===== config.mk =====
export PLATFORM = sky130hd
export DESIGN_NAME = fetch_line_buffer
export DESIGN_NICKNAME = d
export VERILOG_FILES = /design/src/rtl/fetch_line_buffer.sv
export SDC_FILE = /design/constraint.sdc
export NUM_CORES = 1
export LEC_CHECK = 0
export CORE_MARGIN = 10
export CORE_UTILIZATION = 40
export DETAILED_ROUTE_END_ITERATION = 10
export SYNTH_ARGS = -nofsm -noshare
export SYNTH_HDL_FRONTEND = slang
export SYNTH_SLANG_ARGS = --single-unit

===== constraint.sdc =====
create_clock -name clk_i -period 48.2 [get_ports clk_i]
set_input_delay 9.64 -clock clk_i [delete_from_list [all_inputs] [get_ports clk_i]]
set_output_delay 9.64 -clock clk_i [all_outputs]
set_load 0.02 [all_outputs]

===== src/rtl/fetch_line_buffer.sv =====
// Instruction line buffer between the I-cache and decode: queues whole cache lines
// and emits one instruction per cycle, starting at the slot addressed by the fetch PC.
module fetch_line_buffer #(
  parameter int unsigned     XLEN       = 64,
  parameter int unsigned     ILEN       = 32,
  parameter int unsigned     LINE_INSTR = 16,
  parameter int unsigned     DEPTH      = 2,
  parameter logic [ILEN-1:0] NOP        = 'h13
) (
  input  logic                         clk_i,
  input  logic                         rst_n_i,
  input  logic                         flush_i,
  input  logic                         line_valid_i,
  output logic                         line_ready_o,
  input  logic [XLEN-1:0]              line_pc_i,
  input  logic [LINE_INSTR*ILEN-1:0]   line_i,
  output logic                         instr_valid_o,
  input  logic                         instr_ready_i,
  output logic [ILEN-1:0]              instr_o,
  output logic [XLEN-1:0]              instr_pc_o,
  output logic                         line_end_o,
  output logic [$clog2(DEPTH+1)-1:0]   count_o
);

  localparam int unsigned O  = $clog2(ILEN/8);
  localparam int unsigned L  = $clog2(LINE_INSTR);
  localparam int unsigned PW = (DEPTH > 1) ? $clog2(DEPTH) : 1;
  localparam int unsigned CW = $clog2(DEPTH+1);

  logic [XLEN-1:0] base_q  [DEPTH];
  logic [XLEN-1:0] base_d  [DEPTH];
  logic [L-1:0]    start_q [DEPTH];
  logic [L-1:0]    start_d [DEPTH];
  logic [ILEN-1:0] data_q  [DEPTH][LINE_INSTR];
  logic [ILEN-1:0] data_d  [DEPTH][LINE_INSTR];

  logic [PW-1:0]   wr_ptr_q, wr_ptr_d, rd_ptr_q, rd_ptr_d;
  logic [PW-1:0]   wr_next, rd_next;
  logic [CW-1:0]   count_q, count_d;
  logic [L-1:0]    slot_q, slot_d;

  logic            head_valid, push, xfer, pop;
  logic [L-1:0]    push_start;
  logic [XLEN-1:0] push_base;
  logic            unused_pc_lsb;

  // PC bits below instruction alignment carry no information and are ignored.
  assign unused_pc_lsb = ^line_pc_i;

  assign head_valid   = (count_q != '0);
  assign line_ready_o = (count_q < CW'(DEPTH));
  assign push         = line_valid_i && line_ready_o && !flush_i;
  assign xfer         = head_valid && instr_ready_i;
  assign pop          = xfer && (slot_q == '1) && !flush_i;
  assign push_start   = line_pc_i[O+L-1:O];
  assign push_base    = {line_pc_i[XLEN-1:O+L], {(O+L){1'b0}}};
  assign wr_next      = (wr_ptr_q == PW'(DEPTH-1)) ? '0 : wr_ptr_q + 1'b1;
  assign rd_next      = (rd_ptr_q == PW'(DEPTH-1)) ? '0 : rd_ptr_q + 1'b1;
  assign count_o      = count_q;

  always_comb begin
    base_d   = base_q;
    start_d  = start_q;
    data_d   = data_q;
    wr_ptr_d = wr_ptr_q;
    rd_ptr_d = rd_ptr_q;
    count_d  = count_q;
    slot_d   = slot_q;
    if (flush_i) begin
      wr_ptr_d = '0;
      rd_ptr_d = '0;
      count_d  = '0;
      slot_d   = '0;
    end else begin
      if (push) begin
        base_d[wr_ptr_q]  = push_base;
        start_d[wr_ptr_q] = push_start;
        for (int unsigned s = 0; s < LINE_INSTR; s++) begin
          data_d[wr_ptr_q][s] = line_i[s*ILEN +: ILEN];
        end
        wr_ptr_d = wr_next;
      end
      if (pop) begin
        rd_ptr_d = rd_next;
      end
      case ({push, pop})
        2'b10:   count_d = count_q + 1'b1;
        2'b01:   count_d = count_q - 1'b1;
        default: count_d = count_q;
      endcase
      // The next head is either an older queued line or the line arriving this cycle.
      if (pop) begin
        if (count_q > CW'(1)) begin
          slot_d = start_q[rd_next];
        end else if (push) begin
          slot_d = push_start;
        end else begin
          slot_d = '0;
        end
      end else if (xfer) begin
        slot_d = slot_q + 1'b1;
      end else if (push && !head_valid) begin
        slot_d = push_start;
      end
    end
  end

  always_ff @(posedge clk_i or negedge rst_n_i) begin
    if (!rst_n_i) begin
      wr_ptr_q <= '0;
      rd_ptr_q <= '0;
      count_q  <= '0;
      slot_q   <= '0;
    end else begin
      wr_ptr_q <= wr_ptr_d;
      rd_ptr_q <= rd_ptr_d;
      count_q  <= count_d;
      slot_q   <= slot_d;
    end
  end

  // Line storage is only observed while counted as valid, so it needs no reset.
  always_ff @(posedge clk_i) begin
    base_q  <= base_d;
    start_q <= start_d;
    data_q  <= data_d;
  end

  always_comb begin
    instr_valid_o = head_valid;
    instr_o       = NOP;
    instr_pc_o    = '0;
    line_end_o    = 1'b0;
    if (head_valid) begin
      instr_o    = data_q[rd_ptr_q][slot_q];
      instr_pc_o = base_q[rd_ptr_q] + (XLEN'(slot_q) << O);
      line_end_o = (slot_q == '1);
    end
  end

endmodule

==> results.tsv, run 1 <==
stage	metric	value	unit
timing	timing_max_transition_violations_final	0	
logic_synthesis	synth_sequential_area_ratio	0.773	
floorplan	floorplan.rows	122	
global_routing	largest_net_degree_at_the_start_of_global_routing	181	
critical_path	worst-setup-path-type	reg2out	
timing	timing.final.crit_period	15.75	ns
floorplan	coreArea	0.111	mm^2
cts	clkTransAtPathRegs	0.07	ns
finish	most-common-layout-cells	edfxtp_1 (1148), clkdlybuf4s50_1 (677), mux4_2 (232), mux2i_1 (140), clkbuf_16 (119)	
route	antenna_violating_nets_post_route	0	
cts	cts_setup_buffers	0	
cts	clk_path_buf_depth	3	
global_routing	grt_overflow	0	
global_routing	antenna_found_initial	57	
timing	setup_repair_after_global_routing_missed_its_margin	false	
cts	tritoncts	yes	
floorplan	ioPinCount	682	
placed_design	dp_hpwl	89200	um
critical_path	critical_path_arrival	6.11	ns
logic_synthesis	synth_largest_area_cell	edfxtp_1	
finish	flow.area_growth_from_synthesis	26.9	%
logic_synthesis	synth_seq_cells	1156	
global_routing	first_global_vias	25200	
floorplan	die_x	355	um
finish	layout_commonest_cell	edfxtp_1	
pwr	power_per_cell_area	40.8	mW/mm^2
logic_synthesis	netlist_top_cells_area	edfxtp_1 (77%), mux4_2 (12%), mux2i_1 (3.1%), nand3_1 (0.99%), nand2b_1 (0.86%)	
timing	sum_of_negative_setup_slack	0	ns
pwr	max-vdd-ir-drop	0.0327	mV
route	drtPass1Iterations	5	
global_routing	grt_pass1_wl	179000	um
floorplan	dieArea	0.126	mm^2
cts	clock-sinks	1156	
pwr	power.share.combinational	0.117	
logic_synthesis	synthesis.yosys.warnings	0	
pwr	power.static_leakage	17.8	nW
timing	clock_skew	0.0223	ns
timing	timing.final.setup_violations	0	
critical_path	critPathLaunchType	flop	
floorplan	die_height	355	um
finish	filler_cell_count	9006	
pwr	clock_power_share	0.381	
cts	postCtsResizedCells	0	
route	detail_route.vias_per_cell	5.21	
floorplan	effective_utilization_at_floorplan	0.404	
timing	achievable-frequency	63.5	MHz
critical_path	crit_path_max_fanout	58	
route	detailroute.via_count	23400	
global_routing	grt_util_all_layers	0.197	
pwr	power.switching_fraction	0.231	
cts	tritoncts.num_buffers	117	
min_path	hold_class	reg2reg	
critical_path	worst_ep_required_time	38.56	ns
logic_synthesis	syn-cell-area	0.0449	mm^2
finish	fin_nets	3461	
placed_design	port-buffer-count	677	
cts	htree_num_levels	3	
timing	max_slew_margin	0.133	
outcome	run_status	finished, final reports clean	
pwr	switchingPower	0.000536	W
cts	root_buffer	clkbuf_16	
timing	fin_hold_viols	0	
route	finalWirelength	126000	um
logic_synthesis	syn_area_per_cell	20.6	um^2
route	average_wire_per_cell_in_the_routed_design	28.2	um
cts	post_cts_hold_buffer_count	0	
pwr	intPower	0.00179	W
logic_synthesis	synth_top_area_share	0.769	
logic_synthesis	synth.lib_cells_used.distinct	39	
cts	clock_latency	0.70	ns
finish	final_layout_size_suffix_gt1_frac	0.153	
flow_run	cap_violations	0	
pwr	sequentialPowerShare	0.503	
timing	period_share	0.327	
placed_design	routabilityCongestion	0.843	
route	initial_drc_count	1869	
logic_synthesis	synthesis.instances	2174	
timing	least_margin_pin_slew	1.30	ns
route	drt_drc_violations_left	0	
timing	worst_hold_slack	0.800	ns
critical_path	critPathCaptureType	primary output	
power by group through the flow:
stage | clock network (W) | logic [W] | registers [W]
final | 0.000885 | 0.000271 | 0.00117
after global routing | 0.000948 | 0.000292 | 0.00117
after CTS | 0.000907 | 0.000280 | 0.00117
after detailed placement | 0 | 0.000279 | 0.00119
after global placement | 0 | 0.000274 | 0.00119
after floorplan | 0 | 0.000139 | 0.00122
cells by family after synthesis:
group | synth area share
AND/OR/NAND/NOR | 0.0482
adder cells (fa/ha/maj) | 0.000837
multiplexers | 0.148
other | 0.0000836
XOR/XNOR | 0.00117
buffers and inverters | 0.0165
flip-flops | 0.773
AO/OA/AOI/OAI | 0.0124
synth_stat cells:
library cell and n:
and2_4 1, conb_1 1, a21o_1 1, inv_1 3
o22ai_1 35, nand3b_1 1, buf_2 44, nor2_1 69
buf_6 13, a22o_1 12, and2_1 33, nand2b_1 62
xor2_1 1, xnor2_1 5, edfxtp_1 1148, o221ai_1 1
a311o_1 1, o211ai_1 2, nor2b_1 41, nor3b_1 1
mux2i_1 140, nand3_1 89, dfrtp_1 8, nor3_1 23
buf_4 28, clkbuf_1 39, and3_1 1, buf_1 2
nand2_1 96, ha_1 3, a211oi_1 2, mux4_2 232
a2bb2oi_1 1, o21ai_0 5, or2_2 2, a221oi_1 12
o21ai_1 3, a21oi_1 4, nor3_2 9
critical path, stage by stage (launching register included):
cell and delay, ns:
dfrtp_4 0.82, buf_4 0.78, buf_4 0.83, buf_4 0.77
mux4_2 0.34, nand2_1 0.05, nand3_1 0.34, nand3_1 0.26
nor3_1 0.21, buf_4 0.22, clkdlybuf4s50_1 0.63
flip-flops by register name, summed over array words and instances, names as in the netlist:
register	count
slot_q	4
wr_ptr_q	1
start_q	8
count_o	2
base_q	116
data_q	1024
rd_ptr_q	1
path summary, 6_finish.rpt:
check                      startpoint     endpoint  slack [ns]  cells past startpoint
max                         slot_q[1]  instr_o[22]       32.45                     10
min in group asynchronous     rst_n_i   count_o[0]        9.21                      1
min                        start_q[4]    slot_q[0]        0.80                      4
max in group asynchronous     rst_n_i     rd_ptr_q       38.70                      1
min reg2reg                start_q[4]    slot_q[0]        0.80                      4
max reg2reg                count_o[1]    base_q[6]       43.49                      7
layout make-up:
| type | instances | area, um^2 | area share |
|---|---|---|---|
| antenna | 27 | 67.6 | 0.00119 |
| clock buffer | 137 | 3050 | 0.0535 |
| clock inverter | 75 | 718 | 0.0126 |
| inverter | 3 | 11.3 | 0.000198 |
| multi-input combinational | 890 | 9490 | 0.167 |
| sequential | 1156 | 34700 | 0.609 |
| tap | 1488 | 1860 | 0.0327 |
| timing repair buffer | 709 | 7050 | 0.124 |
stage by stage:
step / std cells / power, W / area (um^2) / setup slack [ns] / util
floorplan: 2175 / 0.00136 / 44900 / 15.08 / -
global placement: 4246 / 0.00146 / 53100 / 33.04 / 0.479
detailed placement: 4246 / 0.00147 / 53100 / 32.95 / 0.479
CTS: 4458 / 0.00236 / 56900 / 32.16 / 0.512
global route: 4467 / 0.00241 / 56900 / 32.01 / 0.513
finish: 4485 / 0.00233 / 56900 / 32.45 / 0.513
metal layers:
layer  share of wire  track usage
met1            0.38        0.234
met2            0.51        0.339
met3           0.093       0.0714
met4           0.019       0.0440
met5          0.0030            0
(Power assumes the default switching activity.)
==> run 2, diff against run 1 <==
==> constraint.sdc (replaced) <==
create_clock -name clk_i -period 12.9 [get_ports clk_i]
set_input_delay 2.58 -clock clk_i [delete_from_list [all_inputs] [get_ports clk_i]]
set_output_delay 2.58 -clock clk_i [all_outputs]
set_load 0.02 [all_outputs]
==> run 2 against run 1 <==
Compared with the run above: combinational power grew to 3.7 times the previous value; clock skew is 0.0034 ns higher; highest routed layer unchanged; setup slack got worse by 27 ns; via count shrank 0.44%.
==> results.tsv, run 2 (synthesis gave the netlist of run 1 again) <==
stage	metric	value	unit	change
placed_design	numPlacedInstances	4239		-0.16%
cts	root_buffer	clkbuf_16		
cts	tritoncts.num_buffers	116		-0.85%
finish	largest_registers	data_q (1024), base_q (116), start_q (8)		
floorplan	die_x	355	um	unchanged
global_routing	antenna_found_initial	74		+30%
pwr	power_per_cell_area	151	mW/mm^2	+270%
floorplan	dieArea	0.126	mm^2	unchanged
timing	fin_hold_viols	0		unchanged
critical_path	crit_path_max_fanout	82		+41%
critical_path	path_delay_family	buffers and inverters		
finish	flow.area_growth_from_synthesis	26.7	%	
global_routing	grt_overflow	0		unchanged
floorplan	floorplan.rows	122		unchanged
timing	worst_hold_slack	0.754	ns	-0.0462 ns
finish	largest_register_ffs	1024		unchanged
pwr	post-layout-total-power	0.00856	W	+270%
placed_design	instance_area_after_placement	0.0531	mm^2	about the same
timing	achievable-frequency	127	MHz	
cts	cts_setup_buffers	0		unchanged
placed_design	dp_hpwl	87600	um	-1.8%
timing	max_slew_margin	0.156		+0.0226
critical_path	critPathLaunchType	flop		
global_routing	grt_util_all_layers	0.195		-0.00189
cts	clk_path_buf_depth	3		unchanged
cts	clock_latency	0.69	ns	about the same
global_routing	first_global_vias	25100		-0.35%
finish	post-route-util	0.512		-0.000958
global_routing	grt_pass1_wl	177000	um	-0.91%
min_path	hold_class	reg2reg		
flow_run	cap_violations	0		unchanged
cts	clkTransAtPathRegs	0.06	ns	about the same
timing	least_margin_pin_slew	1.27	ns	-0.0312 ns
placed_design	routabilityCongestion	0.808		-4.1%
placed_design	port-buffer-count	677		unchanged
finish	most-common-layout-cells	edfxtp_1 (1148), clkdlybuf4s50_1 (677), mux4_2 (232), mux2i_1 (140), clkbuf_16 (117)		
timing	clock_skew	0.0257	ns	+0.00340 ns
floorplan	coreArea	0.111	mm^2	unchanged
finish	final-instance-count-excl-fill	4494		+0.20%
timing	period_share	0.611		
route	initial_drc_count	1876		+0.37%
route	finalWirelength	126000	um	-0.62%
floorplan	die_height	355	um	unchanged
cts	post_cts_hold_buffer_count	0		unchanged
route	detail_route.vias_per_cell	5.18		-0.64%
route	drtPass1Iterations	5		unchanged
timing	timing_max_transition_violations_final	0		unchanged
cts	tritoncts	yes		
global_routing	largest_net_degree_at_the_start_of_global_routing	177		-2.2%
route	average_wire_per_cell_in_the_routed_design	27.9	um	-0.82%
timing	setup_repair_after_global_routing_missed_its_margin	false		
finish	layout_commonest_cell	edfxtp_1		
finish	filler_cell_count	8937		-0.77%
critical_path	critPathCaptureType	primary output		
finish	largest_register	data_q		
pwr	power.static_leakage	17.7	nW	-0.72%
cts	htree_num_levels	3		unchanged
cts	clock-sinks	1156		unchanged
route	antenna_violating_nets_post_route	0		unchanged
pwr	max-vdd-ir-drop	0.116	mV	+250%
critical_path	timing.critical_path.cells	buf_4 -> buf_4 -> nand2_1 -> nand3_1 -> nand3_1 -> nor3_1 -> clkdlybuf4s50_1		
finish	fin_nets	3453		-0.23%
critical_path	max_stage_delay	0.98	ns	+0.15 ns
outcome	run_status	finished, final reports clean		
floorplan	effective_utilization_at_floorplan	0.404		unchanged
critical_path	crit_buf_inv	3		-2
critical_path	worst-setup-path-type	reg2out		
route	drt_drc_violations_left	0		unchanged
critical_path	critical_path_arrival	5.30	ns	-0.81 ns
floorplan	ioPinCount	682		unchanged
timing	timing.final.setup_violations	0		unchanged
route	detailroute.via_count	23300		-0.44%
critical_path	crit_path_top_delay_cell	dfrtp_4		
critical_path	worst_ep_required_time	10.32	ns	-28.24 ns
timing	timing.final.crit_period	7.88	ns	
cts	postCtsResizedCells	0		unchanged
finish	final_layout_size_suffix_gt1_frac	0.147		-0.00610
finish	postLayoutCellArea	0.0568	mm^2	-0.19%
[run 2: cell type report]
| type | count | area, um^2 | area share |
|---|---|---|---|
| diodes | 42 | 105 | 0.00185 |
| inverters | 3 | 11.3 | 0.000198 |
| flip-flops and latches | 1156 | 34700 | 0.610 |
| clock buffers | 143 | 3030 | 0.0532 |
| multi-input cells | 890 | 9510 | 0.167 |
| well taps | 1488 | 1860 | 0.0328 |
| repair buffers | 702 | 7050 | 0.124 |
| clock inverters | 70 | 581 | 0.0102 |
[run 2: worst reg2reg max path, stage by stage (launching register included)]
cell and delay [ns]:
dfrtp_1 0.43, inv_1 0.27, nand2_8 0.12, nor3b_4 0.21, buf_4 0.72, buf_12 0.67, buf_4 1.27
[run 2: per-stage QoR]
stage / setup slack, ns / TNS [ns]
after global placement: 5.48 / 0
after CTS: 4.68 / 0
final: 5.02 / 0
after global routing: 4.50 / 0
after floorplan: -4.73 / -4938.25
after detailed placement: 5.49 / 0
[run 2: worst paths after layout]
| path | startpoint | endpoint | slack, ns | cells past startpoint |
|---|---|---|---|---|
| min in group asynchronous | rst_n_i | count_o[0] | 2.18 | 1 |
| min | count_o[0] | count_o[0] | 0.75 | 3 |
| max in group asynchronous | rst_n_i | rd_ptr_q | 10.38 | 1 |
| max reg2reg | count_o[1] | data_q[258] | 8.74 | 6 |
| max | rd_ptr_q | instr_o[28] | 5.02 | 7 |
| min reg2reg | count_o[0] | count_o[0] | 0.75 | 3 |
[run 2: report_power, final]
| part | leakage, nW | internal (W) | switching, W |
|---|---|---|---|
| sequential | 10.6 | 0.00432 | 0.0000530 |
| clock | 1.74 | 0.00180 | 0.00138 |
| combinational | 5.37 | 0.000465 | 0.000541 |
[run 2: routing by layer]
metal  track usage  up-vias  part of all wire
li1              -    10300                 -
met1         0.230    11900              0.37
met2         0.328      857              0.51
met3        0.0665      213             0.092
met4        0.0737       56             0.028
met5             0        -            0.0026
==> run 3, diff against run 2 <==
==> constraint.sdc (replaced) <==
create_clock -name clk_i -period 8 [get_ports clk_i]
set_input_delay 1.6 -clock clk_i [delete_from_list [all_inputs] [get_ports clk_i]]
set_output_delay 1.6 -clock clk_i [all_outputs]
set_load 0.02 [all_outputs]
==> run 3 against run 2 <==
Compared with the run above: routed wire length increased by 1.5%; worst hold slack got worse by 0.0077 ns; utilization increased by 0.23 points; sequential power increased by 61%; design area increased by 0.45%; clock skew increased by 0.0077 ns; combinational power increased by 62%; sequential cell count unchanged; critical path type unchanged; largest cell class unchanged; largest power group unchanged.
==> results.tsv, run 3 (synthesis gave the netlist of run 1 again) <==
stage	metric	value	unit	change
pwr	sequentialPowerShare	0.503		-0.008
global_routing	antenna_found_initial	66		-11%
route	detailroute.via_count	23500		+0.92%
floorplan	die_x	355	um	unchanged
placed_design	instance_area_after_placement	0.0532	mm^2	+0.23%
cts	clkTransAtPathRegs	0.06	ns	about the same
timing	period_share	0.782		
placed_design	port-buffer-count	677		unchanged
route	finalWirelength	127000	um	+1.5%
pwr	clock_power_share	0.380		+0.008
critical_path	path_delay_family	buffers and inverters		
timing	max_slew_margin	0.0984		-0.0572
finish	largest_registers	data_q (1024), base_q (116), start_q (8)		
floorplan	effective_utilization_at_floorplan	0.404		unchanged
cts	clk_path_buf_depth	3		unchanged
timing	timing.final.crit_period	6.25	ns	
critical_path	crit_path_top_delay_cell	dfrtp_4		
timing	timing.final.setup_violations	0		unchanged
min_path	hp-start	count_o[0]		
cts	tritoncts.num_buffers	117		+0.86%
timing	least_margin_pin_slew	1.35	ns	+0.0858 ns
finish	postLayoutCellArea	0.0571	mm^2	+0.45%
critical_path	reg2reg_from	wr_ptr_q		
route	detail_route.vias_per_cell	5.22		+0.74%
critical_path	worst_ep_required_time	6.40	ns	-3.92 ns
pwr	switchingPower	0.00325	W	+65%
global_routing	first_global_vias	25600		+1.8%
floorplan	coreArea	0.111	mm^2	unchanged
cts	htree_num_levels	3		unchanged
global_routing	grt_pass1_wl	182000	um	+2.5%
cts	cts_setup_buffers	0		unchanged
flow_run	cap_violations	0		unchanged
critical_path	worst-r2r-cell-count	4		-2
floorplan	die_height	355	um	unchanged
route	drt_drc_violations_left	0		unchanged
global_routing	grt_overflow	0		unchanged
global_routing	grt_util_all_layers	0.199		+0.00386
cts	post_cts_hold_buffer_count	0		unchanged
critical_path	ff_to_ff_end	data_q[283]		
floorplan	ioPinCount	682		unchanged
pwr	max-vdd-ir-drop	0.197	mV	+70%
finish	final_layout_size_suffix_gt1_frac	0.158		+0.0109
min_path	min_path_cells	3		unchanged
pwr	power.static_leakage	17.9	nW	+1.2%
cts	postCtsResizedCells	0		unchanged
cts	tritoncts	yes		
critical_path	crit_path_max_fanout	117		+43%
cts	clock_latency	0.70	ns	about the same
timing	timing_max_transition_violations_final	0		unchanged
global_routing	largest_net_degree_at_the_start_of_global_routing	188		+6.2%
critical_path	critical_path_arrival	4.65	ns	-0.65 ns
critical_path	max_stage_delay	0.79	ns	-0.19 ns
min_path	hold_class	reg2reg		
pwr	intPower	0.0108	W	+64%
finish	flow.area_growth_from_synthesis	27.3	%	
timing	fin_hold_viols	0		unchanged
timing	worst_setup_margin	1.75	ns	-3.28 ns
route	initial_drc_count	1968		+4.9%
outcome	run_status	finished, final reports clean		
pwr	power_per_cell_area	246	mW/mm^2	+63%
placed_design	place_worst_setup_slack	2.57	ns	-2.92 ns
timing	worst_hold_slack	0.746	ns	-0.00765 ns
critical_path	worst-setup-path-type	reg2out		
pwr	power.share.combinational	0.117		about the same
finish	largest_register	data_q		
critical_path	critPathCaptureType	primary output		
finish	layout_commonest_cell	edfxtp_1		
cts	clock-sinks	1156		unchanged
critical_path	startpoint	rd_ptr_q		
critical_path	reg2reg_slack	4.70	ns	-4.04 ns
pwr	power.switching_fraction	0.232		+0.00105
critical_path	critPathLaunchType	flop		
placed_design	routabilityCongestion	0.805		-0.43%
route	average_wire_per_cell_in_the_routed_design	28.3	um	+1.3%
floorplan	floorplan.rows	122		unchanged
floorplan	dieArea	0.126	mm^2	unchanged
min_path	holdPathEnd	count_o[0]		
timing	achievable-frequency	160	MHz	
finish	fin_nets	3467		+0.41%
finish	most-common-layout-cells	edfxtp_1 (1148), clkdlybuf4s50_1 (677), mux4_2 (232), mux2i_1 (140), clkbuf_16 (118)		
timing	setup_repair_after_global_routing_missed_its_margin	false		
critical_path	timing.critical_path.cells	buf_12 -> mux4_2 -> mux2i_1 -> nand2_1 -> nand3_1 -> nor3_1 -> clkdlybuf4s50_1		
critical_path	crit_buf_inv	2		-1
finish	largest_register_ffs	1024		unchanged
placed_design	dp_hpwl	90100	um	+2.9%
timing	clock_skew	0.0334	ns	+0.00774 ns
route	antenna_violating_nets_post_route	0		unchanged
route	drtPass1Iterations	5		unchanged
cts	root_buffer	clkbuf_16		
-- run 3: metrics by stage --
step           total power [W]   TNS, ns   util  instances
2_1_floorplan          0.00809  -9438.41      -       2175
3_3_place_gp           0.00882         0  0.480       4252
3_5_place_dp           0.00886         0  0.480       4252
4_1_cts                 0.0142         0  0.514       4470
5_1_grt                 0.0145         0  0.514       4488
6_report                0.0140         0  0.514       4502
-- run 3: layout make-up --
cell class	instances	area, um^2
Clock buffer	136	3060
Multi-Input combinational cell	890	9510
Fill cell	8944	53900
Inverter	3	11.3
Sequential cell	1156	34700
Timing Repair Buffer	715	7170
Antenna cell	32	80.1
Clock inverter	82	704
Tap cell	1488	1860
-- run 3: tightest hold or removal path, stage by stage, from the launching register on --
cell and delay, ns:
dfrtp_1 0.43, xnor2_1 0.11, xnor2_1 0.13, nor2_1 0.04
-- run 3: power by group through the flow --
stage	Combinational, W	Clock [W]	Sequential [W]
5_1_grt	0.00176	0.00570	0.00707
3_5_place_dp	0.00168	0	0.00718
3_3_place_gp	0.00165	0	0.00716
6_report	0.00164	0.00533	0.00705
2_1_floorplan	0.000840	0	0.00725
4_1_cts	0.00169	0.00546	0.00706
-- run 3: routing by layer --
metal,GRT usage,share of wire,vias up
met1,0.230,0.37,12100
met5,0,0.0035,-
met2,0.341,0.51,831
li1,-,-,10300
met3,0.0730,0.092,207
met4,0.0616,0.022,64
-- run 3: worst max path at each step --
stage / to / cells after the start
after floorplan: base_q[10] / 2
after global placement: instr_o[23] / 7
after detailed placement: instr_o[23] / 7
after CTS: instr_o[23] / 7
after global routing: instr_o[23] / 7
final: instr_o[23] / 7
